[config.mk]
export PLATFORM = sky130hd
export DESIGN_NAME = mult_seq_64
export DESIGN_NICKNAME = d
export VERILOG_FILES = /design/src/rtl/mult_seq_64.sv
export SDC_FILE = /design/constraint.sdc
export NUM_CORES = 1
export LEC_CHECK = 0
export CAP_MARGIN = 20
export CORE_MARGIN = 3
export CORE_UTILIZATION = 40
export CTS_BUF_LIST = sky130_fd_sc_hd__clkbuf_16
export DETAILED_ROUTE_END_ITERATION = 7
export DONT_BUFFER_PORTS = 1
export GPL_ROUTABILITY_DRIVEN = 1
export PLACE_DENSITY = 0.53
export SLEW_MARGIN = 20
export SYNTH_ARGS = -nofsm -noshare
export SYNTH_HDL_FRONTEND = slang
export SYNTH_SLANG_ARGS = --single-unit
[constraint.sdc]
create_clock -name clk -period 5.1 [get_ports clk]
set_clock_uncertainty 0.05 [all_clocks]
set_input_delay 1.02 -clock clk [delete_from_list [all_inputs] [get_ports clk]]
set_output_delay 1.02 -clock clk [all_outputs]
set_load 0.02 [all_outputs]
[src/rtl/mult_seq_64.sv]
// mult_seq_64: iterative shift-add signed multiplier. It produces one
// result every WIDTH+2 cycles and handles one operation at a time.
//
// Ports:
//   clk       rising-edge clock
//   reset     synchronous active-high reset
//   start     request; sampled only in IDLE or DONE
//   a, b      two's-complement operands, captured when start is accepted
//   high_sel  0: low WIDTH bits of the product, 1: high WIDTH bits
//   busy      high while the operation is in CALC or FIX
//   done      one-cycle pulse in DONE
//   result    registered; updated only on the FIX->DONE edge
module mult_seq_64 #(
   parameter int unsigned WIDTH = 64
) (
   input  logic             clk,
   input  logic             reset,
   input  logic             start,
   input  logic [WIDTH-1:0] a,
   input  logic [WIDTH-1:0] b,
   input  logic             high_sel,
   output logic             busy,
   output logic             done,
   output logic [WIDTH-1:0] result
);

   localparam int unsigned CW = $clog2(WIDTH);

   typedef enum logic [1:0] {StIdle, StCalc, StFix, StDone} state_e;

   state_e               state_q, state_d;
   logic [2*WIDTH-1:0]   acc_q, acc_d;
   logic [2*WIDTH-1:0]   mcand_q, mcand_d;
   logic [WIDTH-1:0]     mplier_q, mplier_d;
   logic [WIDTH-1:0]     result_q, result_d;
   logic [CW-1:0]        cnt_q, cnt_d;
   logic                 sign_q, sign_d;
   logic                 hsel_q, hsel_d;

   logic [WIDTH-1:0]     mag_a, mag_b;
   logic [2*WIDTH-1:0]   prod;

   // Unsigned magnitudes: negating 0x80..0 gives 0x80..0, which read as
   // unsigned is exactly 2^(WIDTH-1).
   assign mag_a = a[WIDTH-1] ? -a : a;
   assign mag_b = b[WIDTH-1] ? -b : b;
   assign prod  = sign_q ? -acc_q : acc_q;

   always_comb begin
      state_d  = state_q;
      acc_d    = acc_q;
      mcand_d  = mcand_q;
      mplier_d = mplier_q;
      result_d = result_q;
      cnt_d    = cnt_q;
      sign_d   = sign_q;
      hsel_d   = hsel_q;
      unique case (state_q)
         StIdle, StDone: begin
            if (start) begin
               state_d  = StCalc;
               acc_d    = '0;
               mcand_d  = {{WIDTH{1'b0}}, mag_a};
               mplier_d = mag_b;
               cnt_d    = '0;
               sign_d   = a[WIDTH-1] ^ b[WIDTH-1];
               hsel_d   = high_sel;
            end else begin
               state_d = StIdle;
            end
         end
         StCalc: begin
            if (mplier_q[0]) acc_d = acc_q + mcand_q;
            mcand_d  = mcand_q << 1;
            mplier_d = mplier_q >> 1;
            cnt_d    = cnt_q + CW'(1);
            if (cnt_q == CW'(WIDTH - 1)) state_d = StFix;
         end
         StFix: begin
            result_d = hsel_q ? prod[2*WIDTH-1:WIDTH] : prod[WIDTH-1:0];
            state_d  = StDone;
         end
         default: state_d = StIdle;
      endcase
   end

   always_ff @(posedge clk) begin
      if (reset) begin
         state_q  <= StIdle;
         acc_q    <= '0;
         mcand_q  <= '0;
         mplier_q <= '0;
         result_q <= '0;
         cnt_q    <= '0;
         sign_q   <= 1'b0;
         hsel_q   <= 1'b0;
      end else begin
         state_q  <= state_d;
         acc_q    <= acc_d;
         mcand_q  <= mcand_d;
         mplier_q <= mplier_d;
         result_q <= result_d;
         cnt_q    <= cnt_d;
         sign_q   <= sign_d;
         hsel_q   <= hsel_d;
      end
   end

   assign busy   = (state_q == StCalc) || (state_q == StFix);
   assign done   = (state_q == StDone);
   assign result = result_q;

endmodule

Word level (Yosys, flattened, before mapping)
Cells that the tools add are included.
{"block": "totals", "input_bits": 132, "reg_bits": 394, "mem_count": 0, "romBits": 0, "latchBits": 0, "out_inout_bits": 66, "word_cells": 44, "ram_bits": 0}
{"block": "classes", "mux": 16, "n_addsub": 5, "bitwise_logic": 1, "n_eq_ne": 7, "shift": 0, "magnitude_cmp": 0, "div": 0, "n_reduce_logical": 7, "multipliers": 0}
{"cell": "$mux 128", "n": 4}
{"cell": "$pmux 128 s2", "n": 2}
{"cell": "$mux 64", "n": 4}
{"cell": "$add 128x128->128", "n": 1}
{"cell": "$neg 128->128", "n": 1}
{"cell": "$neg 64->64", "n": 2}
{"cell": "$pmux 64 s2", "n": 1}
{"cell": "$pmux 6 s2", "n": 1}
{"cell": "$add 6x1->6 const B", "n": 1}
{"cell": "$eq 6x6->1 const B", "n": 1}
{"cell": "$mux 6", "n": 1}
{"cell": "$ne 2x2->1 const B", "n": 3}
{"cell": "$pmux 2 s3", "n": 1}
{"cell": "$eq 2x2->1 const B", "n": 2}
{"cell": "$reduce_and 2->1", "n": 2}
{"cell": "$reduce_and 3->1", "n": 1}
{"cell": "$eq 2x1->1 const B", "n": 1}
{"cell": "$logic_not 2->1", "n": 1}
{"cell": "$mux 2", "n": 1}
{"cell": "$reduce_bool 2->1", "n": 1}
{"cell": "$reduce_or 2->1", "n": 1}
{"cell": "$logic_or 1x1->1", "n": 1}
{"cell": "$mux 1", "n": 1}
{"cell": "$xor 1x1->1", "n": 1}

Depth between registers and ports, before layout
Gate-level depths: netlist of the first run.
{"block": "depth", "depth_word": 4, "ltp_mapped": 14, "depth_no_buf": 14}

Worst setup path after synthesis of the first run
OpenSTA, ideal clock, no wires.
{"block": "synth_timing", "kind": "in2reg", "from": "input port a[19]", "to": "register mcand_q[61]", "required_time_ns": 4.936, "n_path_buf": 0, "path_slack_ns": 1.043, "setup_time_ns": 0.114, "stages": 9, "arrival_ns": 3.893, "path_cell_list": "or4_1 -> or4_1 -> nor2_1 -> nand4_1 -> or3_1 -> nand3b_1 -> o41ai_1 -> xor2_1 -> a2111oi_0"}
{"block": "synth_between", "elab_chain_cells": 4}
{"element": "start, declared", "line": "19", "text": "input logic [WIDTH-1:0] a,"}
{"element": "$neg 64->64", "line": "45", "text": "assign mag_a = a[WIDTH-1] ? -a : a;"}
{"element": "$mux 64", "line": "45"}
{"element": "$mux 128", "line": "60", "text": "if (start) begin"}
{"element": "$pmux 128 s2", "line": "58", "text": "unique case (state_q)"}
{"element": "end signal, assigned", "line": "100", "text": "mcand_q <= mcand_d;"}
{"element": "end, declared", "line": "33", "text": "logic [2*WIDTH-1:0] mcand_q, mcand_d;"}
No other way between the ends. The select of a mux whose other input is x is not followed.
A chain may end at the register's enable or synchronous reset.

Worst setup path in the final report of the first run
{"block": "layout_timing", "from": "register mcand_q[0]", "to": "register acc_q[124]"}
{"block": "layout_between", "elab_chain_cells": 3}
{"element": "$add 128x128->128", "line": "73", "text": "if (mplier_q[0]) acc_d = acc_q + mcand_q;"}
{"element": "$mux 128", "line": "73"}
{"element": "$pmux 128 s2", "line": "58"}
{"element": "end signal, assigned", "line": "90", "text": "acc_q <= '0;"}
{"element": "end signal, assigned", "line": "99", "text": "acc_q <= acc_d;"}
{"element": "end, declared", "line": "32", "text": "logic [2*WIDTH-1:0] acc_q, acc_d;"}
No other way between the ends. The select of a mux whose other input is x is not followed.

==> results of run 1 <==
## where the power goes
| part | internal (mW) | switching [mW] | leakage [nW] |
|---|---|---|---|
| Clock | 1.95 | 1.45 | 0.767 |
| Sequential | 3.53 | 0.611 | 3.20 |
| Combinational | 1.34 | 3.20 | 7.74 |
## routing by layer
metal | vias up | routed length (um) | global-route usage [%]
li1 | 14500 | - | -
met1 | 13700 | 50100 | 38.4
met2 | 913 | 46100 | 42.0
met3 | 164 | 8880 | 6.29
met4 | 2 | 3590 | 8.55
met5 | - | 20 | 0
## through the flow
step	total power, mW	instances	hold slack [ns]	setup WS (ns)
6_report	12.1	4949	0.400	0.725
5_1_grt	12.8	4949	0.418	0.406
4_1_cts	12.1	4949	0.401	0.759
3_5_place_dp	8.71	4864	0.394	0.540
3_3_place_gp	8.72	4864	0.390	0.611
2_1_floorplan	7.38	4071	0.382	1.04
## worst max-delay path: cells and delay by family, from the launching register on
kind                     cells  cell delay, ns
adder cells (fa/ha/maj)      2            0.58
AO/OA/AOI/OAI                7            2.09
AND/OR/NAND/NOR              4            1.07
flip-flops                   1            0.40
buffers and inverters        1            0.05
## cell families (layout without fill, tap and decap cells)
kind of cell    after synthesis  count (layout)  synth area share, %
xor+xnor                    318             318                 9.60
buf+inv                     318             246                 4.18
flops                       394             394                 27.2
mux                          21              21                0.755
compound gates             1328            1328                 28.0
simple gates               1557            1557                 24.5
fa+ha+maj                   135             135                 5.85
## path summary, 6_finish.rpt
check | from | endpoint | cells after the start
worst max-delay path | mcand_q[0]$_SDFFE_PP0P_ | acc_q[124]$_SDFFE_PP0P_ | 14
worst min-delay path | mplier_q[20]$_SDFFE_PP0P_ | mplier_q[20]$_SDFFE_PP0P_ | 2
worst max register to register | mcand_q[0]$_SDFFE_PP0P_ | acc_q[124]$_SDFFE_PP0P_ | 14
worst min register to register | mplier_q[20]$_SDFFE_PP0P_ | mplier_q[20]$_SDFFE_PP0P_ | 2
## state kept, by name, indices dropped and copies added, names as in the netlist
| name | count |
|---|---|
| mplier_q | 64 |
| acc_q | 128 |
| cnt_q | 6 |
| result | 64 |
| state_q | 2 |
| hsel_q | 1 |
| mcand_q | 128 |
| sign_q | 1 |
## area by class of cell
class                      count  area (um^2)
clock buffer                  51         1280
multi-input combinational   3359        20000
clock inverter                34          245
sequential                   394         7900
tap                          950         1190
timing repair buffer         105          826
fill                        7612        40000
inverter                      56          210
## Yosys cell counts (11+ instances only)
library cell	instances
a211oi_1	26
o41ai_1	33
dfxtp_1	394
nand3_1	119
o31ai_1	75
o211ai_1	46
nor2_1	299
nand2b_1	24
nor4_1	23
a21oi_1	435
a22oi_1	68
nor3_1	77
a21o_1	52
a2111oi_0	13
nand4_1	79
inv_1	56
a31oi_1	17
nand2_1	746
or4_1	42
xor2_1	208
o21bai_1	33
xnor2_1	110
o21ai_0	386
nor2b_1	22
buf_1	34
mux2i_1	14
clkbuf_1	223
ha_1	134
and3_1	11
or2_2	13
or3_1	49
o21a_1	26
==> results.md, run 1 <==
- Status: finished, final reports clean
- Final period util: 85.8%
- Sink Count: 394
- Worst hold path type: flop to flop
- Cell taking the most area after synthesis: dfxtp_1
- Area growth, synth to finish: 9.02%
- Slew headroom: 30.5%
- First-pass GRT wire length: 163 mm
- Leakage dissipation: 11.7 nW
- Critical path's slowest cell: a211oi_1
- CP most frequent cell: a21oi_1
- Clock slew at reported path FFs: 0.06 ns
- Pwr per Cell Area: 382 mW/mm^2
- Setup TNS: 0 ns
- Routed Antenna Nets: 0
- Pin count of the biggest net entering global routing: 294
- Synth area leaders: dfxtp_1, nand2_1, a21oi_1
- Count of different cell masters after synthesis: 79
- Synthesized instance count: 4071
- CTS tree: yes
- Synth top area share: 27.2%
- CP peak stage delay: 0.55 ns
- Boundary pin count: 198
- Clk root buf: clkbuf_16
- Most common cell after layout, fill and taps aside: nand2_1
- Die Span Y: 275 um
- Vias per cell: 5.91
- Initial Util: 40.5%
- Final hold vios: 0
- Max clock buf depth: 3
- Slew Limit Fails: 0
- Vias: 29200
- Crit path launch type: flop
- Period minus WS final: 4.38 ns
- Clk_lat worst skew: 0.61 ns
- Mapped cell area: 0.0290 mm^2
- Critical path type: flop to flop
- Number of flops mapped to enable cells by yosys: 0
- Design area: 0.0316 mm^2
- Crit. End Element: flop
- Cells along the critical path: ha_1 > inv_1 > fa_1 > nor2b_1 > o2111ai_1 > a21oi_1 > a311o_1 > a31oi_1 > or3_1 > a211oi_1 > nor3b_1 > o21ai_0 > a21oi_1 > nand4b_1
- Most frequent cells in the layout: nand2_1, a21oi_1, dfxtp_1, o21ai_0, nor2_1
- Seq/Total Area, Yosys: 27.2%
- Initial antenna violation count: 3
- Core box area: 0.0716 mm^2
- CP Data Arrival Time: 4.80 ns
- DRT Wirelength: 109 mm
- Syn_area_per_cell: 7.13 um^2
- Layout cells sized above 1: 5.93%
- Num rows: 98
- Top_reg_cell synth: dfxtp_1
- Top fanout value on the critical path: 3
- Flops & latches, synth: 394
- Critical path required time: 5.52 ns
- FF-to-FF setup slack: 0.72 ns
- Total Die Area: 0.0758 mm^2
- Max cap viols: 0
- Routed WL per cell: 22.0 um
- # H-tree levels: 2
- Syn Nets: 4338
- Post-cts resize count: 0
- Aggregate global routing overflow: 0
- CTS buffer count: 49
- Synth warnings: 0
- Peak VDD IR: 0.825 mV
- Global-route usage over all layers: 27.5%
- Final Setup Violations: 0
- RSZ-0062 raised after global routing: no
- Detailed Place HPWL: 82.1 mm
- DP Area: 0.0301 mm^2
- N_diodes: 0
- Ys async rst share: 0%
- DRC violations left: 0
- Initial DRT Pass Iterations: 6
- Fmax achieved: 0.229 GHz
- Routability cong.: 0.975
- Hold_buf cts: 0
- Overall die width: 275 um
- Vias in the first global route: 26700
- Violation count after the first detailed-route iteration: 3017
- Fin util: 44.2%
- Final net count: 4232
- Slew @ Worst Pin: 1.04 ns
- IO buf count: 0
- Postcts setup bufs: 0
Note: power is estimated with default switching activity, not from simulation.
==> run 2, diff against run 1 <==
==> constraint.sdc (replaced) <==
create_clock -name clk -period 5.1 [get_ports clk]
set_clock_uncertainty 0.05 [all_clocks]
set_input_delay 1.02 -clock clk [delete_from_list [all_inputs] [get_ports clk]]
set_output_delay 1.02 -clock clk [all_outputs]
set_load 0.005 [all_outputs]
==> results.md, run 2 (same netlist as run 1, synthesis figures left out) <==
- First-pass GRT wire length: 164 mm
- Combinational power share: 37.4%
- Hold_buf cts: 0
- Routed WL per cell: 21.9 um
- # H-tree levels: 2
- Peak VDD IR: 0.650 mV
- Initial DRT Pass Iterations: 5
- IO buf count: 0
- Crit path launch type: flop
- Initial Util: 40.5%
- Total Die Area: 0.0758 mm^2
- Max clock buf depth: 3
- Leakage dissipation: 11.8 nW
- Core box area: 0.0716 mm^2
- Aggregate global routing overflow: 0
- Routed Antenna Nets: 0
- Violation count after the first detailed-route iteration: 2673
- Status: finished, final reports clean
- Critical path type: flop to flop
- Vias: 29200
- Routability cong.: 0.974
- Crit. End Element: flop
- Slew @ Worst Pin: 1.13 ns
- Clk_lat worst skew: 0.61 ns
- Num rows: 98
- CP peak stage delay: 0.67 ns
- Global-route usage over all layers: 27.7%
- DRC violations left: 0
- DRT Wirelength: 109 mm
- Clock slew at reported path FFs: 0.06 ns
- CP Data Arrival Time: 4.78 ns
- Worst hold path type: flop to flop
- Initial antenna violation count: 6
- R2R Path Start: acc_q[20]$_SDFFE_PP0P_
- Layout cells sized above 1: 5.97%
- Detailed Place HPWL: 82.1 mm
- Slew Limit Fails: 0
- Placed Cells: 4864
- Boundary pin count: 198
- Reg power frac: 33.6%
- Most frequent cells in the layout: nand2_1, a21oi_1, dfxtp_1, o21ai_0, nor2_1
- Final Setup Violations: 0
- RSZ-0062 raised after global routing: no
- Die Span Y: 275 um
- Final net count: 4233
- P_sw: 5.20 mW
- Worst Min Path Start: mplier_q[20]$_SDFFE_PP0P_
- Post-cts resize count: 0
- Slew headroom: 24.5%
- Largest registers: acc_q x128, mcand_q x128
- Pwr per Cell Area: 383 mW/mm^2
- Clk root buf: clkbuf_16
- Max cap viols: 0
- Pin count of the biggest net entering global routing: 294
- CP bufs+invs: 1
- Vias in the first global route: 26900
- Kind of cell adding the most delay to the critical path: simple AND/OR/NAND/NOR gates
- Vias per cell: 5.89
- Most common cell after layout, fill and taps aside: nand2_1
- Postcts setup bufs: 0
- Switching Share: 42.9%
- Pint: 6.94 mW
- Period minus WS final: 4.36 ns
- Cells along the critical path: buf_4 > or4_1 > nor4_2 > and3_1 > nand2_1 > nand4b_1 > nor4_1 > nand3_1 > o41ai_1 > xnor2_1 > a21oi_1 > o21ai_1
- Fin util: 44.3%
- Top fanout value on the critical path: 9
- Setup TNS: 0 ns
- Crit. Startpoint: acc_q[20]$_SDFFE_PP0P_
- CTS buffer count: 50
- Fin cells: 4956
- Final period util: 85.6%
- Critical path's slowest cell: nor4_1
- CTS tree: yes
- Clock power share: 29.1%
- Critical path required time: 5.51 ns
- Overall die width: 275 um
- Sink Count: 394
- Fmax achieved: 0.229 GHz
- Final hold vios: 0
- Area growth, synth to finish: 9.33%
-- run 2: changes by cell type in the layout (fill, tap and decap cells not counted), sizes merged --
| cell | delta |
|---|---|
| diode | +1 |
| inv | +2 |
| clkbuf | +2 |
| clkinv | +1 |
| bufinv | +1 |
-- run 2: final timing paths --
check	to	slack, ns	cells after the start
worst min-delay path	mplier_q[20]$_SDFFE_PP0P_	0.40	2
worst min register to register	mplier_q[20]$_SDFFE_PP0P_	0.40	2
worst max register to register	result[50]$_SDFFE_PP0P_	0.74	12
worst max-delay path	result[50]$_SDFFE_PP0P_	0.74	12
-- run 2: power groups by stage --
stage	Combinational [mW]	Sequential [mW]	Clock, mW
final	4.54	4.07	3.53
after global routing	5.03	4.13	3.74
after CTS	4.53	4.06	3.61
after detailed placement	4.52	4.12	0
after global placement	4.52	4.12	0
after floorplan	3.48	3.82	0
-- run 2: per-layer routing --
layer  global-route usage, %  vias up  share of wire [%]
li1                        -    14500                  -
met1                    38.5    13600                 46
met2                    41.0      916                 42
met3                    6.56      191                8.3
met4                    11.3        8                4.4
met5                       0        -              0.063
-- run 2: stage by stage --
step | hold WS (ns) | worst slack [ns] | area (um^2) | power [mW]
6_report | 0.400 | 0.735 | 31700 | 12.1
4_1_cts | 0.401 | 0.747 | 31700 | 12.2
2_1_floorplan | 0.382 | 1.04 | 29000 | 7.30
3_5_place_dp | 0.394 | 0.531 | 30100 | 8.64
5_1_grt | 0.415 | 0.415 | 31700 | 12.9
3_3_place_gp | 0.390 | 0.612 | 30100 | 8.64
-- run 2: worst min-delay path, delay by kind of cell (launching register included) --
family | cells | cell delay (ns)
AOI/OAI and AO/OA | 1 | 0.05
DFF | 1 | 0.31
and+or+nand+nor | 1 | 0.05
-- run 2: area by class of cell --
class                      instances  area (um^2)
fill                            7581        39900
multi-input combinational       3359        20000
sequential                       394         7900
clock buffer                      53         1330
tap                              950         1190
timing repair buffer             105          826
clock inverter                    38          282
inverter                          56          210
antenna                            1         2.50
